### config.mk
export PLATFORM = sky130hd
export DESIGN_NAME = uart_word_rx
export DESIGN_NICKNAME = d
export VERILOG_FILES = /design/src/rtl/uart_word_rx.sv
export SDC_FILE = /design/constraint.sdc
export NUM_CORES = 1
export LEC_CHECK = 0
export BUFFER_PORTS_ARGS = -buffer_cell sky130_fd_sc_hd__buf_2
export CORE_MARGIN = 2
export CORE_UTILIZATION = 31
export DETAILED_ROUTE_END_ITERATION = 8
export PLACE_DENSITY = 0.51
export SLEW_MARGIN = 20
export SYNTH_ARGS = -nofsm -noshare
export SYNTH_HDL_FRONTEND = slang
export SYNTH_SLANG_ARGS = --single-unit
### constraint.sdc
create_clock -name clk -period 2.6 [get_ports clk]
set_clock_uncertainty 0.1 [all_clocks]
set_input_delay 0.26 -clock clk [delete_from_list [all_inputs] [get_ports clk]]
set_output_delay 0.26 -clock clk [all_outputs]
set_load 0.01 [all_outputs]
### src/rtl/uart_word_rx.sv
// uart_word_rx -- UART receive front end that assembles 16-bit words.
//
// Receives 8N1 frames (LSB first) on an asynchronous serial line, checks the
// start and stop bits, and packs two consecutive bytes (high byte first) into
// one word for the FPU operand/opcode registers.
//
// Ports:
//   clk        system clock
//   rst        asynchronous reset, active-low
//   rx         serial line, idle high, asynchronous to clk
//   data       last assembled word {first byte, second byte}; held until the
//              next word arrives
//   valid      one-cycle pulse: data holds a new word
//   frame_err  one-cycle pulse: bad stop bit or inter-byte timeout
//   busy       high while a frame is in progress (START..STOP)
//
// Parameters:
//   CLKS_PER_BIT  system clocks per bit time (must be >= 2)
//   TIMEOUT_BITS  idle bit-times allowed between the high and low byte
module uart_word_rx #(
  parameter int CLKS_PER_BIT = 434,
  parameter int TIMEOUT_BITS = 32
) (
  input  logic        clk,
  input  logic        rst,
  input  logic        rx,
  output logic [15:0] data,
  output logic        valid,
  output logic        frame_err,
  output logic        busy
);

  localparam int TO_LIMIT = TIMEOUT_BITS * CLKS_PER_BIT;
  localparam int CNT_W    = $clog2(CLKS_PER_BIT);
  localparam int TO_W     = $clog2(TO_LIMIT);

  localparam logic [CNT_W-1:0] CNT_LAST  = CNT_W'(CLKS_PER_BIT - 1);
  localparam logic [CNT_W-1:0] HALF_LAST = CNT_W'(CLKS_PER_BIT / 2 - 1);
  localparam logic [TO_W-1:0]  TO_LAST   = TO_W'(TO_LIMIT - 1);

  localparam logic [1:0] IDLE  = 2'd0;
  localparam logic [1:0] START = 2'd1;
  localparam logic [1:0] DATA  = 2'd2;
  localparam logic [1:0] STOP  = 2'd3;

  logic [1:0]       state;
  logic             rx_meta;
  logic             rx_s;
  logic [CNT_W-1:0] cnt;
  logic [2:0]       bit_idx;
  logic [7:0]       shift_byte;
  logic [7:0]       high_byte;
  logic             byte_sel;
  logic [TO_W-1:0]  to_cnt;

  // Two-flop synchroniser. 
  // NOTE: the flops preset to 1 (the idle line level), not 0, so that
  // releasing reset is never mistaken for a start edge.
  always_ff @(posedge clk or negedge rst) begin
    if (!rst) begin
      rx_meta <= 1'b1;
      rx_s    <= 1'b1;
    end else begin
      // NOTE: non-blocking assignments give the two-stage delay; blocking
      // ones would collapse the chain into a single flop.
      rx_meta <= rx;
      rx_s    <= rx_meta;
    end
  end

  // busy is a pure decode of the state, so a continuous assign cannot
  // create a latch.
  assign busy = (state != IDLE);

  always_ff @(posedge clk or negedge rst) begin
    if (!rst) begin
      state      <= IDLE;
      cnt        <= '0;
      bit_idx    <= '0;
      shift_byte <= '0;
      high_byte  <= '0;
      byte_sel   <= 1'b0;
      to_cnt     <= '0;
      data       <= '0;
      valid      <= 1'b0;
      frame_err  <= 1'b0;
    end else begin
      valid     <= 1'b0;
      frame_err <= 1'b0;

      case (state)
        IDLE: begin
          if (!rx_s) begin
            state <= START;
            cnt   <= '0;
          end
          // Inter-byte timeout: only runs while a high byte is held and the
          // line is idle; entering a frame freezes it.
          if (byte_sel) begin
            if (to_cnt == TO_LAST) begin
              byte_sel  <= 1'b0;
              frame_err <= 1'b1;
              to_cnt    <= '0;
            end else begin
              to_cnt <= to_cnt + TO_W'(1);
            end
          end
        end

        START: begin
          if (cnt == HALF_LAST) begin
            if (rx_s) begin
              state <= IDLE;  // line came back high: a glitch, not a frame
            end else begin
              state   <= DATA;
              cnt     <= '0;
              bit_idx <= '0;
            end
          end else begin
            cnt <= cnt + CNT_W'(1);
          end
        end

        DATA: begin
          if (cnt == CNT_LAST) begin
            cnt                 <= '0;
            shift_byte[bit_idx] <= rx_s;
            bit_idx             <= bit_idx + 3'd1;
            if (bit_idx == 3'd7) begin
              state <= STOP;
            end
          end else begin
            cnt <= cnt + CNT_W'(1);
          end
        end

        STOP: begin
          // Leave at the middle of the stop bit so a back-to-back start
          // edge is never missed.
          if (cnt == CNT_LAST) begin
            state <= IDLE;
            cnt   <= '0;
            if (!rx_s) begin
              frame_err <= 1'b1;
              byte_sel  <= 1'b0;
            end else if (!byte_sel) begin
              high_byte <= shift_byte;
              byte_sel  <= 1'b1;
              to_cnt    <= '0;
            end else begin
              data     <= {high_byte, shift_byte};
              valid    <= 1'b1;
              byte_sel <= 1'b0;
            end
          end else begin
            cnt <= cnt + CNT_W'(1);
          end
        end

        default: state <= IDLE;
      endcase
    end
  end

endmodule

### Word-level counts from Yosys, hierarchy flattened

Cells that the tools add are included.

| word-level totals | value |
|---|---|
| register bits | 65 |
| bits of input ports | 3 |

| operators by class | value |
|---|---|
| bitwise operators | 1 |
| equal/unequal tests | 16 |
| reduce and logical (&&, ||, !) cells | 13 |
| mux-type cells | 39 |
| order comparisons | 2 |
| add/subtract/negate cells | 3 |

Operator list:

| kind | count |
|---|---|
| 2-to-1 mux 14 bit | 5 |
| one-hot mux 14 bit (2 select lines) | 1 |
| 2-to-1 mux 9 bit | 3 |
| one-hot mux 9 bit (3 select lines) | 1 |
| != test 2 bit (second input constant) | 9 |
| adder 14 x 1 -> 14 bit (second input constant) | 1 |
| equality test 14 bit (second input constant) | 1 |
| 2-to-1 mux 1 bit | 14 |
| 2-to-1 mux 2 bit | 6 |
| AND reduction 4 bit | 3 |
| AND reduction 5 bit | 2 |
| adder 9 x 1 -> 9 bit (second input constant) | 1 |
| equality test 9 x 8 -> 1 bit (second input constant) | 1 |
| equality test 9 bit (second input constant) | 1 |
| 2-to-1 mux 3 bit | 3 |
| bitwise mux 8 bit | 1 |
| one-hot mux 2 bit (4 select lines) | 1 |
| one-hot mux 3 bit (2 select lines) | 1 |
| nonzero test 2 bit | 3 |
| equality test 2 bit (second input constant) | 2 |
| < comparator 3 x 4 -> 1 bit (second input constant) | 1 |
| one-hot mux 1 bit (2 select lines) | 2 |
| AND reduction 2 bit | 2 |
| adder 3 x 1 -> 3 bit (second input constant) | 1 |
| 8 further kinds | 8 |

### Depth between registers and ports, before layout

Gate-level depths: netlist of run 1.

| logic depth | value |
|---|---|
| depth after elaboration | 5 |
| gate-level depth with buffers | 8 |

### Least setup slack after synthesis of run 1

Ideal clock, no wire load.

| timing | value |
|---|---|
| kind | reg2reg |
| start | reg cnt[1] |
| end | reg data[11] |
| slack | 0.697 ns |
| setup time | 0.128 ns |
| period minus slack after synthesis | 1.903 ns |
| path buffers | 1 |
| data required time | 2.372 ns |
| arrival | 1.675 ns |
| cell stages (with the launch flop) | 8 |
| path through | dfrtp_1 inv_1 ha_1 nand4bb_4 nor2_8 nand4_4 buf_4 mux2_1 |

| between the ends | value |
|---|---|
| word-level cells in the longest chain between the ends | 2 |

Ends and longest elaborated chain:

| what | RTL line | text |
|---|---|---|
| from (decl) | 49 | `logic [CNT_W-1:0] cnt;` |
| from (signal assigned) | 120 | `cnt <= cnt + CNT_W'(1);` |
| from (signal assigned) | 133 | `cnt <= cnt + CNT_W'(1);` |
| from (signal assigned) | 156 | `cnt <= cnt + CNT_W'(1);` |
| equality test 9 bit | 140 | `if (cnt == CNT_LAST) begin` |
| AND reduction 4 bit (no source line) | n/a |  |
| to (signal assigned) | 151 | `data <= {high_byte, shift_byte};` |
| to (decl) | 27 | `output logic [15:0] data,` |

No other way between the ends.
A chain may end at the register's enable or synchronous reset.

### Worst setup path after layout of run 1

| timing | value |
|---|---|
| start | reg cnt[1] |
| end | reg high_byte[7] |

| between the ends | value |
|---|---|
| word-level cells in the longest chain between the ends | 2 |

Ends and longest elaborated chain:

| what | RTL line | text |
|---|---|---|
| equality test 9 bit | 140 |  |
| AND reduction 4 bit (no source line) | n/a |  |
| to (signal assigned) | 147 | `high_byte <= shift_byte;` |
| to (decl) | 52 | `logic [7:0] high_byte;` |

No other way between the ends.

==> results of run 1 <==
==> cell type report <==
type | instances | area (um2) | area share, %
Sequential cell | 65 | 1630 | 42.5
Multi-Input combinational cell | 204 | 1570 | 41.0
Timing Repair Buffer | 31 | 185 | 4.83
Tap cell | 136 | 170 | 4.44
Clock buffer | 10 | 138 | 3.59
Clock inverter | 6 | 90.1 | 2.35
Inverter | 13 | 48.8 | 1.27
==> synthesized netlist by cell type (all sizes together), types with 2 or more instances <==
| master | number | area share [%] |
|---|---|---|
| dfstp | 2 | 1.6 |
| ha | 10 | 3.8 |
| nand2 | 21 | 2.4 |
| nand4 | 9 | 2.1 |
| inv | 13 | 1.5 |
| and3 | 5 | 0.98 |
| and2 | 3 | 0.57 |
| dfrtp | 63 | 47 |
| buf | 5 | 1.3 |
| a21oi | 7 | 1.1 |
| a22oi | 2 | 0.45 |
| or3 | 2 | 0.38 |
| mux2i | 6 | 1.8 |
| clkbuf | 7 | 0.79 |
| and4 | 4 | 1.1 |
| o2bb2ai | 6 | 1.6 |
| xor2 | 2 | 0.53 |
| o22ai | 3 | 0.57 |
| nor4b | 4 | 1.6 |
| nor4 | 2 | 0.38 |
| mux2 | 32 | 11 |
| nor2 | 11 | 1.7 |
| xnor2 | 5 | 1.3 |
| or4 | 3 | 0.79 |
| nand3 | 22 | 3.3 |
| nor2b | 2 | 0.38 |
| a41oi | 2 | 0.53 |
| a31oi | 14 | 2.6 |
| nor3 | 3 | 0.45 |
| o211ai | 2 | 0.45 |
| nand4b | 4 | 1.2 |
| o21ai | 8 | 1.2 |
==> power groups by stage <==
stage | Combinational (mW) | Sequential (mW) | Clock [mW]
global placement | 0.0327 | 1.03 | 0
global route | 0.0394 | 1.01 | 1.06
floorplan | 0.00420 | 1.03 | 0
detailed placement | 0.0323 | 1.03 | 0
CTS | 0.0349 | 1.01 | 1.01
finish | 0.0321 | 1.02 | 0.987
==> worst paths after layout <==
path	to
min in group asynchronous	data[12]$_DFFE_PN0P_
setup / recovery	high_byte[7]$_DFFE_PN0P_
max in group asynchronous	rx_s$_DFF_PN1_
hold reg to reg	rx_s$_DFF_PN1_
hold / removal	rx_s$_DFF_PN1_
setup reg to reg	high_byte[7]$_DFFE_PN0P_
==> routing by layer <==
layer | track usage [%] | up-vias | share of wire, %
met1 | 17.8 | 1168 | 49
li1 | - | 1154 | -
met3 | 4.00 | 8 | 3.2
met4 | 3.30 | 0 | 1.2
met5 | 0 | - | 0
met2 | 20.4 | 29 | 47
==> cells by family after synthesis <==
kind of cell	after synthesis	synth area share [%]
flops	65	49.1
mux	38	12.7
fa+ha+maj	10	3.77
simple gates	101	19.5
compound gates	48	9.61
buf+inv	25	3.58
xor+xnor	7	1.85
==> worst reg2reg max path, delay by kind of cell, from the launching register on <==
kind          cells  cell delay [ns]
fa+ha+maj         1             0.22
buf+inv           1             0.10
flops             1             0.40
mux               1             0.41
simple gates      3             0.78
==> sequential cells by signal (all words and copies together), names as in the netlist, named ones only <==
register and count:
byte_sel 1, rx_meta 1, high_byte 8, to_cnt 14
rx_s 1, cnt 9, state 1, data 16
valid 1, frame_err 1, shift_byte 8, bit_idx 3
==> per-stage QoR <==
stage	std cells	power, mW	hold WS [ns]	setup slack [ns]	utilization [%]
3_5_place_dp	447	1.07	0.197	0.416	34.6
5_1_grt	465	2.11	0.268	0.260	37.0
3_3_place_gp	447	1.07	0.198	0.445	34.6
4_1_cts	465	2.06	0.258	0.410	37.0
6_report	465	2.03	0.257	0.478	37.0
2_1_floorplan	294	1.04	-0.136	0.697	-
==> what timing repair did <==
action                                 CTS  global route
endpoints found under the hold margin   24             0
buffers inserted                         0             0
hold buffers                             2             0
==> impl_metrics.toml, run 1 <==
[status]
status = "completed"

[grt]
track_usage_pct = 13.1
gr-total-overflow = 0
grt_max_degree = 26
grt_pass1_wl_mm = 12.0
antenna_found_initial = 0
grt_pass1_vias = 2391

[detailed_routing]
first_pass_iters = 5
vias = 2359
via_per_inst = 5.07
route.detailed.drc = 0
wl_per_cell_um = 14.6
routed_wirelength_mm = 6.78
ant_nets = 0
drtIter0Drc = 90

[timing]
timing.fmax_mhz = 471
tightest_slew_ns = 0.574
relSlewSlack_pct = 61.7
slew_violations = 0
fin_crit_ns = 2.12
grt_setup_unrepaired = "false"
period_share_pct = 81.6
setup_viol = 0
fin_setup_tns_ns = 0
hold_viol_final = 0

[clocking]
cts_tree = "done"
clk_pin_slew_ns = 0.07
root_buffer = "clkbuf_8"
clk_latency_ns = 0.35
clock-sinks = 65
numCtsBuffers = 9
post_cts_resized = 0
cts_max_level = 3
clockBufferDepth = 2

[placed_design]
dpl.hpwl_mm = 4.78
dpl_cell_area_um2 = 3590
gp_congestion = 0.771
port_buffers = 21

[power]
p_seq_share_pct = 49.9
p_leak_nw = 1.79
switching_power_mw = 0.445
comb_power_share_pct = 1.6
clockPowerShare_pct = 48.5
power.share.switching_pct = 21.9
powerDensity_nw_per_um2 = 531
peakVddDrop_uv = 235
intPower_mw = 1.59

[die]
ioPinCount = 22
dieHeight_um = 108
fp.dieW_um = 108
dieArea_um2 = 11600
row_count = 37
initial_core_util_pct = 32.0
core_area_um2 = 10400

[yosys]
ys.flop_type = "dfrtp_1"
synth_nets = 307
synth_seq_cells = 65
synth_area_um2 = 3320
syn_avg_cell_area_um2 = 11.3
yosysUniqueCellTypes = 55
synth_cells = 294
ys_seq_area_share_pct = 49.1
async_flop_share_pct = 100
synth_edf_count = 0
yosysWarningCount = 0

[setup_path]
endpoint_kind = "register"
crit_start = "cnt[1]$_DFF_PN0_"
startpoint_type = "register"
cp.required_ns = 2.73
slowest_stage = "mux2_2"
critPathKind = "register to register"
crit_path_max_incr_delay_ns = 0.41
path_cells = "inv_1, ha_1, nand4bb_4, nor2_8, nand3_1, mux2_2"
worstPathMaxFanout = 10
ff2ff_path_depth = 6
worstPathArrival_ns = 2.25
worst-path-stages = 6
r2r_start = "cnt[1]$_DFF_PN0_"
cpLargestDelayFamily = "simple AND/OR/NAND/NOR gates"
cp_num_buf_inv = 1
r2r_slack_ns = 0.48

[layout]
final_common_cell = "dfrtp_1"
fin_nets = 337
antennaDiodeCount = 0
area_growth_pct = 15.4
nFillCells = 1063
final_cell_mix = "63 x dfrtp_1, 29 x mux2_2, 22 x nand3_1"
drive_above_1_share_pct = 26.7
stdcell_area_um2 = 3830

[flow_run]
maxCapViolations = 0

[min_path]
min_from = "rx_meta$_DFF_PN1_"
min_path_cells = 0
hold_path_class = "register to register"
Power figures use the tool's default switching activity.
==> inputs of run 2 (changes only) <==
Settings changed: ABC_AREA set to 1, PLACE_DENSITY 0.51 to 0.53.
Clock period 2.6 ns to 1.9 ns, I/O delays scaled along.
==> impl_metrics.toml, run 2 <==
[status]
status = "completed"

[layout]
nFillCells = 1147
final_common_cell = "nand2_1"
antennaDiodeCount = 0
final_cell_mix = "124 x nand2_1, 63 x dfrtp_1, 45 x inv_1"
utilization_pct = 37.5
largest_reg_flops = 16
largest-register = "data"
area_growth_pct = 18.7
fin_nets = 466
reg.largest.list = "data: 16 flops, to_cnt: 14 flops, cnt: 9 flops"
drive_above_1_share_pct = 20.5
fin_cells = 598

[die]
row_count = 38
dieHeight_um = 109
ioPinCount = 22
dieArea_um2 = 11800
initial_core_util_pct = 31.6
core_area_um2 = 10700
fp.dieW_um = 109

[clocking]
root_buffer = "clkbuf_8"
cts_max_level = 3
clock-sinks = 65
clockBufferDepth = 2
clk_latency_ns = 0.35
cts_tree = "done"
numCtsBuffers = 9
clk_pin_slew_ns = 0.08

[detailed_routing]
via_per_inst = 4.41
drtIter0Drc = 142
route.detailed.drc = 0
routed_wirelength_mm = 6.85
ant_nets = 0
vias = 2640
wl_per_cell_um = 11.5
first_pass_iters = 4

[yosys]
syn_avg_cell_area_um2 = 8.32
yosysWarningCount = 0
synth_common_cells = "126 x nand2_1, 63 x dfrtp_1, 45 x inv_1, 31 x nor2_1, 27 x o21ai_0"
synth_edf_count = 0
yosys.area.top_type = "dfrtp_1"
ys_top_cells_by_area = "dfrtp_1 46%, nand2_1 14%, inv_1 5.0%"
async_flop_share_pct = 100
ys.flop_type = "dfrtp_1"
synth.most_common_cell = "nand2_1"
ys_seq_area_share_pct = 48.0
synth_seq_cells = 65
synth_top_area_share_pct = 46.4
synth_cells = 408
synth_area_um2 = 3400
yosysUniqueCellTypes = 32
synth_nets = 421

[timing]
fin_setup_tns_ns = 0
fin_ws_ns = 0.109
hold_viol_final = 0
period_share_pct = 94.3
slew_violations = 0
setup_viol = 0
relSlewSlack_pct = 77.1
fin_crit_ns = 1.79
timing.fmax_mhz = 558
tightest_slew_ns = 0.341

[setup_path]
critPathKind = "register to register"
cp.required_ns = 2.04
worstPathArrival_ns = 1.94
slowest_stage = "dfrtp_1"
path_cells = "inv_1, ha_1, nand4_1, nor3_4, buf_12, nand2_4, buf_12, nand2_1, o21ai_2"
crit_path_frequent_cell = "buf_12"
crit_path_max_incr_delay_ns = 0.40
cp_num_buf_inv = 3
endpoint_kind = "register"
cpLargestDelayFamily = "simple AND/OR/NAND/NOR gates"
startpoint_type = "register"
worstPathMaxFanout = 24

[power]
powerDensity_nw_per_um2 = 654
p_leak_nw = 1.93
peakVddDrop_uv = 298
clockPowerShare_pct = 45.7
power.share.switching_pct = 23.8
switching_power_mw = 0.627
intPower_mw = 2.01
p_seq_share_pct = 52.7
comb_power_share_pct = 1.6

[min_path]
hold_path_class = "register to register"

[grt]
track_usage_pct = 12.7
antenna_found_initial = 0
gr-total-overflow = 0
grt_max_degree = 66
grt_pass1_vias = 2535
grt_pass1_wl_mm = 11.8

[placed_design]
pre_cts_slack_ns = 0.0435
placed_cells = 572
dpl.hpwl_mm = 4.80
gp_congestion = 0.807
port_buffers = 21

[flow_run]
maxCapViolations = 0
run 2: path summary, 6_finish.rpt:
kind | to | cells after the start | start | slack (ns)
hold / removal | rx_s$_DFF_PN1_ | 0 | rx_meta$_DFF_PN1_ | 0.25
setup / recovery | data[1]$_DFFE_PN0P_ | 9 | cnt[1]$_DFF_PN0_ | 0.11
min in group asynchronous | to_cnt[2]$_DFFE_PN0P_ | 3 | rst | 0.28
max in group asynchronous | rx_meta$_DFF_PN1_ | 3 | rst | 1.11
setup reg to reg | data[1]$_DFFE_PN0P_ | 9 | cnt[1]$_DFF_PN0_ | 0.11
hold reg to reg | rx_s$_DFF_PN1_ | 0 | rx_meta$_DFF_PN1_ | 0.25
run 2: power groups by stage:
| stage | Sequential [mW] | Clock [mW] | Combinational (mW) |
|---|---|---|---|
| 2_1_floorplan | 1.41 | 0 | 0.00410 |
| 3_3_place_gp | 1.42 | 0 | 0.0419 |
| 3_5_place_dp | 1.42 | 0 | 0.0423 |
| 4_1_cts | 1.39 | 1.24 | 0.0457 |
| 5_1_grt | 1.39 | 1.31 | 0.0503 |
| 6_report | 1.39 | 1.20 | 0.0423 |
run 2: logic make-up after synthesis:
kind of cell	Yosys count	synth area share, %
fa+ha+maj	10	3.68
simple gates	213	27.9
flops	65	48.0
compound gates	55	10.8
buf+inv	55	7.11
xor+xnor	10	2.58
run 2: final cells by class:
cell class / count / area (um2) / area share (%)
clock buffer: 10 / 128 / 3.17
timing repair buffer: 41 / 298 / 7.39
sequential: 65 / 1630 / 40.4
inverter: 47 / 179 / 4.44
tap: 140 / 175 / 4.35
multi-input combinational: 289 / 1550 / 38.6
clock inverter: 6 / 67.6 / 1.68
run 2: through the flow:
step | cell area (um2) | power [mW] | hold WS [ns]
2_1_floorplan | 3400 | 1.42 | -0.206
3_3_place_gp | 3720 | 1.46 | 0.135
3_5_place_dp | 3720 | 1.46 | 0.138
4_1_cts | 3930 | 2.67 | 0.253
5_1_grt | 4030 | 2.75 | 0.251
6_report | 4030 | 2.63 | 0.251
run 2: metal layers:
metal  wire length, um  part of all wire (%)  up-vias  global-route usage, %
met2              3040                    44       34                   19.4
li1                  -                     -     1403                      -
met5                 0                     0        -                      0
met4               130                   1.9        0                   5.31
met1              3440                    50     1194                   16.8
met3               238                   3.5        9                   3.83
run 2: repair_timing:
item / in CTS / in global routing
endpoints found under the hold margin: 64 / 0
endpoints found under the setup margin: 0 / 28
hold buffers: 2 / 0
setup buffers: 0 / 7
resized for setup: 0 / 8
